[config.mk]
export PLATFORM = sky130hd
export DESIGN_NAME = loadreg_multi
export DESIGN_NICKNAME = d
export VERILOG_FILES = /design/src/rtl/loadreg_multi.sv
export SDC_FILE = /design/constraint.sdc
export NUM_CORES = 1
export LEC_CHECK = 0
export CORE_ASPECT_RATIO = 1.25
export CORE_MARGIN = 1.5
export CORE_UTILIZATION = 55
export DETAILED_ROUTE_END_ITERATION = 16
export PLACE_DENSITY_LB_ADDON = 0.08
export SLEW_MARGIN = 10
export SYNTH_ARGS = -nofsm -noshare
export SYNTH_HDL_FRONTEND = slang
export SYNTH_SLANG_ARGS = --single-unit
[constraint.sdc]
create_clock -name clk -period 3.5 [get_ports clk]
set_clock_uncertainty 0.15 [all_clocks]
set_input_delay 0.7 -clock clk [delete_from_list [all_inputs] [get_ports clk]]
set_output_delay 0.7 -clock clk [all_outputs]
set_load 0.05 [all_outputs]
[src/rtl/loadreg_multi.sv]
// loadreg_multi: multi-mode WIDTH-bit register with serial out, change history and saturating update counter
module loadreg_multi #(
  parameter int WIDTH = 10,
  parameter int DEPTH = 4,
  parameter int CNT_W = 8,
  parameter logic [WIDTH-1:0] RESET_VAL = '0,
  localparam int SW = (DEPTH > 1) ? $clog2(DEPTH) : 1
) (
  input  logic             clk,
  input  logic             rst,
  input  logic [2:0]       mode,
  input  logic [WIDTH-1:0] D,
  input  logic             sin,
  input  logic [SW-1:0]    hist_sel,
  output logic [WIDTH-1:0] Q,
  output logic             sout,
  output logic [WIDTH-1:0] hist_q,
  output logic [CNT_W-1:0] upd_cnt,
  output logic             zero
);
  logic [WIDTH-1:0] q_q, q_d;
  logic             sout_q, sout_d;
  logic [WIDTH-1:0] hist_mem_q [DEPTH];
  logic [WIDTH-1:0] hist_d [DEPTH];
  logic [CNT_W-1:0] cnt_q, cnt_d;
  logic             chg;
  always_comb begin
    q_d = mode == 3'd1 ? D :
          mode == 3'd2 ? {q_q[WIDTH-2:0], sin} :
          mode == 3'd3 ? {sin, q_q[WIDTH-1:1]} :
          mode == 3'd4 ? {q_q[WIDTH-2:0], q_q[WIDTH-1]} :
          mode == 3'd5 ? {q_q[0], q_q[WIDTH-1:1]} :
          mode == 3'd6 ? '0 :
          mode == 3'd7 ? q_q + 1'b1 : q_q;
    sout_d = (mode == 3'd2 || mode == 3'd4) ? q_q[WIDTH-1] :
             (mode == 3'd3 || mode == 3'd5) ? q_q[0] : sout_q;
    chg = q_d != q_q;
    hist_d = hist_mem_q;
    if (chg) begin
      hist_d[0] = q_q;
      for (int i = 1; i < DEPTH; i++) hist_d[i] = hist_mem_q[i-1];
    end
    cnt_d = (chg && !(&cnt_q)) ? cnt_q + 1'b1 : cnt_q;
  end
  always_ff @(posedge clk) begin
    if (rst) begin
      q_q <= RESET_VAL;
      sout_q <= 1'b0;
      for (int i = 0; i < DEPTH; i++) hist_mem_q[i] <= '0;
      cnt_q <= '0;
    end else begin
      q_q <= q_d;
      sout_q <= sout_d;
      hist_mem_q <= hist_d;
      cnt_q <= cnt_d;
    end
  end
  assign Q = q_q;
  assign sout = sout_q;
  assign hist_q = (32'(hist_sel) < DEPTH) ? hist_mem_q[hist_sel] : '0;
  assign upd_cnt = cnt_q;
  assign zero = q_q == '0;
endmodule
After elaboration in Yosys (flattened, before gate mapping):

Cells that the tools add are included.

* $add $sub $neg: 2
* magnitude comparators: 1
* eq/ne operators: 8
* mux-type cells: 12
* bitwise gates (word level): 1
* reduce and logical (&&, ||, !) cells: 7

Operators by type and width (count)
* 2-to-1 mux 10 bit: 9
* binary-select mux 10 bit (select 2 bit): 1
* equality test 3 bit, second input constant: 4
* adder 10 x 1 -> 10 bit, second input constant: 1
* zero test 10 bit: 1
* inequality test 10 bit: 1
* adder 8 x 1 -> 8 bit, second input constant: 1
* AND reduction 8 bit: 1
* equality test 3 x 2 -> 1 bit, second input constant: 2
* equality test 3 x 1 -> 1 bit, second input constant: 1
* >= comparator 3 bit, second input constant: 1
* NOT 2 -> 3 bit: 1
* logical OR 1 bit: 2
* 2-to-1 mux 1 bit: 2
* nonzero test 2 bit: 1
* logical AND 1 bit: 1
* zero test 1 bit: 1

* flip-flop bits (word level): 59
* input port bits: 18
* logic and storage cells: 38

Logic depth before layout (Yosys ltp):

* depth in word-level cells: 10
* mapped depth: 12
* gate-level depth less buffers: 9

Least setup slack after synthesis:

Ideal clock, no wire load.

* path type: reg2out
* start: register q_q[4] (netlist: Q[4])
* end: output zero
* data arrival time: 2.551 ns
* data required time: 2.650 ns
* slack: 0.099 ns
* cell stages (with the launch flop): 5
* path through: dfxtp_1 clkbuf_1 nor4_1 nand3b_1 nor4_1

* word-level cells in the longest chain between the ends: 1

RTL lines
* start: declaration: RTL line 21 `logic [WIDTH-1:0] q_q, q_d;`
* start signal: assignment: RTL line 52 `q_q <= q_d;`
* zero test 10 bit: RTL line 62 `assign zero = q_q == '0;`
* end: declaration: RTL line 19 `output logic zero`

Every way passes these cells.

Worst setup path in the final report:

* start: input mode[0]
* end: register cnt_q[4] (netlist: upd_cnt[4])

* word-level cells in the longest chain between the ends: 10

RTL lines
* start: declaration: RTL line 11 `input logic [2:0] mode,`
* equality test 3 bit: RTL line 34 `mode == 3'd7 ? q_q + 1'b1 : q_q;`
* 2-to-1 mux 10 bit: RTL line 34
* 2-to-1 mux 10 bit: RTL line 33 `mode == 3'd6 ? '0 :`
* 2-to-1 mux 10 bit: RTL line 32 `mode == 3'd5 ? {q_q[0], q_q[WIDTH-1:1]} :`
* 2-to-1 mux 10 bit: RTL line 31 `mode == 3'd4 ? {q_q[WIDTH-2:0], q_q[WIDTH-1]} :`
* 2-to-1 mux 10 bit: RTL line 30 `mode == 3'd3 ? {sin, q_q[WIDTH-1:1]} :`
* 2-to-1 mux 10 bit: RTL line 29 `mode == 3'd2 ? {q_q[WIDTH-2:0], sin} :`
* 2-to-1 mux 10 bit (*): RTL line 28 `q_d = mode == 3'd1 ? D :`
* inequality test 10 bit (*): RTL line 37 `chg = q_d != q_q;`
* logical AND 1 bit (*): RTL line 43 `cnt_d = (chg && !(&cnt_q)) ? cnt_q + 1'b1 : cnt_q;`
* end signal: assignment: RTL line 55 `cnt_q <= cnt_d;`
* end: declaration: RTL line 25 `logic [CNT_W-1:0] cnt_q, cnt_d;`

Every way passes the cells marked *; elsewhere a longest branch is shown, timed or not.
A chain may end at the register's enable or synchronous reset.

==> impl_metrics.json <==
{
  "synthCells": 401,
  "slew_violations": 0,
  "n_antenna_cell": 0,
  "synth-edff-count": 0,
  "peakVddDrop_uv": 345,
  "instances_no_fill": 576,
  "drtIter0Drc": 311,
  "pwr-share-comb": 0.262,
  "p_sw_mw": 0.582,
  "wl_per_cell_um": 16.2,
  "fill_cells": 447,
  "grt_pass1_vias": 3211,
  "hpwl_mm": 6.65,
  "yosys.area.top_type": "dfxtp_1",
  "critPathTopFamily": "simple AND/OR/NAND/NOR gates",
  "cts_resized": 0,
  "synth_seq_area_share": 0.335,
  "register_area_um2": 1180,
  "fmax_mhz": 300,
  "ys.flop_type": "dfxtp_1",
  "yosys_warnings": 0,
  "drive_gt1_frac": 0.230,
  "multi_input_area_um2": 2150,
  "max_slew_margin": 0.602,
  "cp_slowest_cell": "clkdlybuf4s50_1",
  "drt_wl_total_mm": 9.33,
  "seq_power_share": 0.402,
  "pwr-share-clk": 0.336,
  "leakage_nw": 2.08,
  "die_area_um2": 6910,
  "synth_area_um2": 3530,
  "io_buffers": 47,
  "ctsHtreeMaxLevel": 3,
  "final_util": 0.745,
  "dp_slack_ns": -0.195,
  "dpl_cell_area_um2": 4400,
  "die_height_um": 92.6,
  "syn-num-nets": 422,
  "cp_max_fo": 21,
  "postRouteAntennaNets": 0,
  "reg2reg_from": "Q[2]$_SDFF_PP0_",
  "cts_tree": "done",
  "design_area_um2": 4620,
  "die_w_um": 74.6,
  "cts_setup_buffers": 0,
  "setup_slack_ns": 0.163,
  "drc": 0,
  "p_total_mw": 1.85,
  "place_congestion": 0.979,
  "synth_top_area_share": 0.335,
  "grt_setup_unrepaired": "no",
  "initial_core_util": 0.569,
  "min_to": "hist_mem_q[1]$_SDFFE_PP0P_",
  "worstRegToRegCells": 9,
  "insertion_delay_ns": 0.34,
  "synth.most_common_cell": "nor2_1",
  "setup_viol": 0,
  "cp-end-kind": "flip-flop",
  "root_buffer": "clkbuf_8",
  "clk_pin_slew_ns": 0.07,
  "dp.cells": 560,
  "first_pass_iters": 5,
  "nets": 507,
  "max_stage_delay_ns": 0.51,
  "r2r-end": "upd_cnt[4]$_SDFFE_PP0P_",
  "grt_use_total": 0.286,
  "clockBufferDepth": 2,
  "synth_commonest_cells": "nor2_1 (62), dfxtp_1 (59), mux2i_1 (47)",
  "ff2ff_setup_slack_ns": 0.49,
  "avgSynthCellArea_um2": 8.80,
  "ios": 48,
  "grt_first_pass_wirelength_mm": 15.0,
  "min_from": "hist_mem_q[1]$_SDFFE_PP0P_",
  "internal-power_mw": 1.27,
  "routed_via_density": 5.83,
  "switching_share": 0.314,
  "cp_cell_sequence": "clkdlybuf4s50_1, buf_12, nand4_2, nor3_1, and3_1, nor4_1, and4_1, and4_1, buf_12, nor3_1, mux2_1",
  "synthArstFlopShare": 0,
  "synth_seq_cells": 59,
  "cts_hold_buf": 0,
  "status": "complete, no violations",
  "final-hold-violation-count": 0,
  "core.rowCount": 32,
  "hold_class": "reg -> reg",
  "tightest_slew_ns": 0.597,
  "syn_to_final_growth_pct": 31.0,
  "vias": 3357,
  "grt.overflow.total": 0,
  "cap_violations": 0,
  "fp.coreArea_um2": 6210,
  "antenna_found_initial": 0,
  "critPathLaunchType": "input port",
  "path_class": "in -> reg",
  "critPathArrivalTime_ns": 3.42,
  "crit_required_ns": 3.58,
  "path_buf_inv": 3,
  "cts_buffers": 9,
  "ys_types": 59,
  "grt_max_degree": 39,
  "ys_top_cells_by_area": "dfxtp_1 (33%), mux2i_1 (13%), nor2_1 (6.6%), mux4_2 (6.4%), clkbuf_1 (2.0%)",
  "finalCriticalPeriod_ns": 3.34,
  "powerDensity_nw_per_um2": 400,
  "hold_path_depth": 2,
  "cts_sinks": 59,
  "period_share": 0.953
}
per-layer routing:
metal / vias up / GRT usage / wire (µm)
li1: 1628 / - / -
met1: 1567 / 0.341 / 3860
met3: 28 / 0.0468 / 497
met2: 134 / 0.468 / 4590
met5: - / 0 / 0
met4: 0 / 0.177 / 394
worst max path at each step:
stage	startpoint	endpoint	slack (ns)	depth (start not counted)
global placement	mode[2]	upd_cnt[4]$_SDFFE_PP0P_	-0.21	12
finish	mode[0]	upd_cnt[4]$_SDFFE_PP0P_	0.16	11
floorplan	Q[4]$_SDFF_PP0_	zero	0.1	4
CTS	mode[2]	hist_mem_q[6]$_SDFFE_PP0P_	0.13	12
global route	mode[0]	upd_cnt[4]$_SDFFE_PP0P_	0.03	11
detailed placement	mode[2]	hist_mem_q[7]$_SDFFE_PP0P_	-0.19	12
placed cells by master (no fill, tap or decap), types with 4 or more instances in the layout:
cell	Yosys	routed
o21ai_0	13	13
nor2_1	62	62
dfxtp_1	59	59
mux2i_1	47	47
nor4_1	8	5
nor2b_1	8	8
nand3_1	7	7
a211oi_1	7	7
a21oi_1	13	13
buf_4	4	68
nor3_1	11	11
mux4_2	10	10
inv_1	8	8
xor2_1	5	5
nand4_1	5	5
mux2_2	4	4
nand2b_1	10	10
o21ai_1	5	5
clkbuf_8	0	10
xnor2_1	4	4
clkdlybuf4s50_1	0	36
and3_1	8	8
nand2_1	15	15
cell type report:
cell class	instances	area share
Clock inverter	6	0.0138
Clock buffer	10	0.0298
Multi-Input combinational cell	297	0.465
Inverter	10	0.00812
Tap cell	85	0.0230
Sequential cell	59	0.255
Timing Repair Buffer	109	0.205
tightest hold or removal path, cell delays in order, from the launching register on:
cell and delay [ns]:
dfxtp_1 0.32, mux2i_1 0.07, nor2_1 0.07
stage by stage:
step	setup TNS, ns	hold slack (ns)
2_1_floorplan	0	0.305
3_3_place_gp	-5.57	0.320
3_5_place_dp	-5.60	0.337
4_1_cts	0	0.348
5_1_grt	0	0.366
6_report	0	0.345
power by group through the flow:
stage	sequential, mW	combinational [mW]	clock (mW)
2_1_floorplan	0.788	0.262	0
3_3_place_gp	0.756	0.472	0
3_5_place_dp	0.758	0.475	0
4_1_cts	0.743	0.478	0.631
5_1_grt	0.747	0.520	0.659
6_report	0.745	0.485	0.621
sequential cells by signal (all words and copies together) (netlist names):
register	count
hist_mem_q	40
Q	10
upd_cnt	8
sout	1
kinds of logic after synthesis:
kind of cell | synth area share
compound gates | 0.136
xor+xnor | 0.0270
fa+ha+maj | 0.0106
buf+inv | 0.0613
flops | 0.335
mux | 0.220
simple gates | 0.211
(Power assumes the default switching activity.)
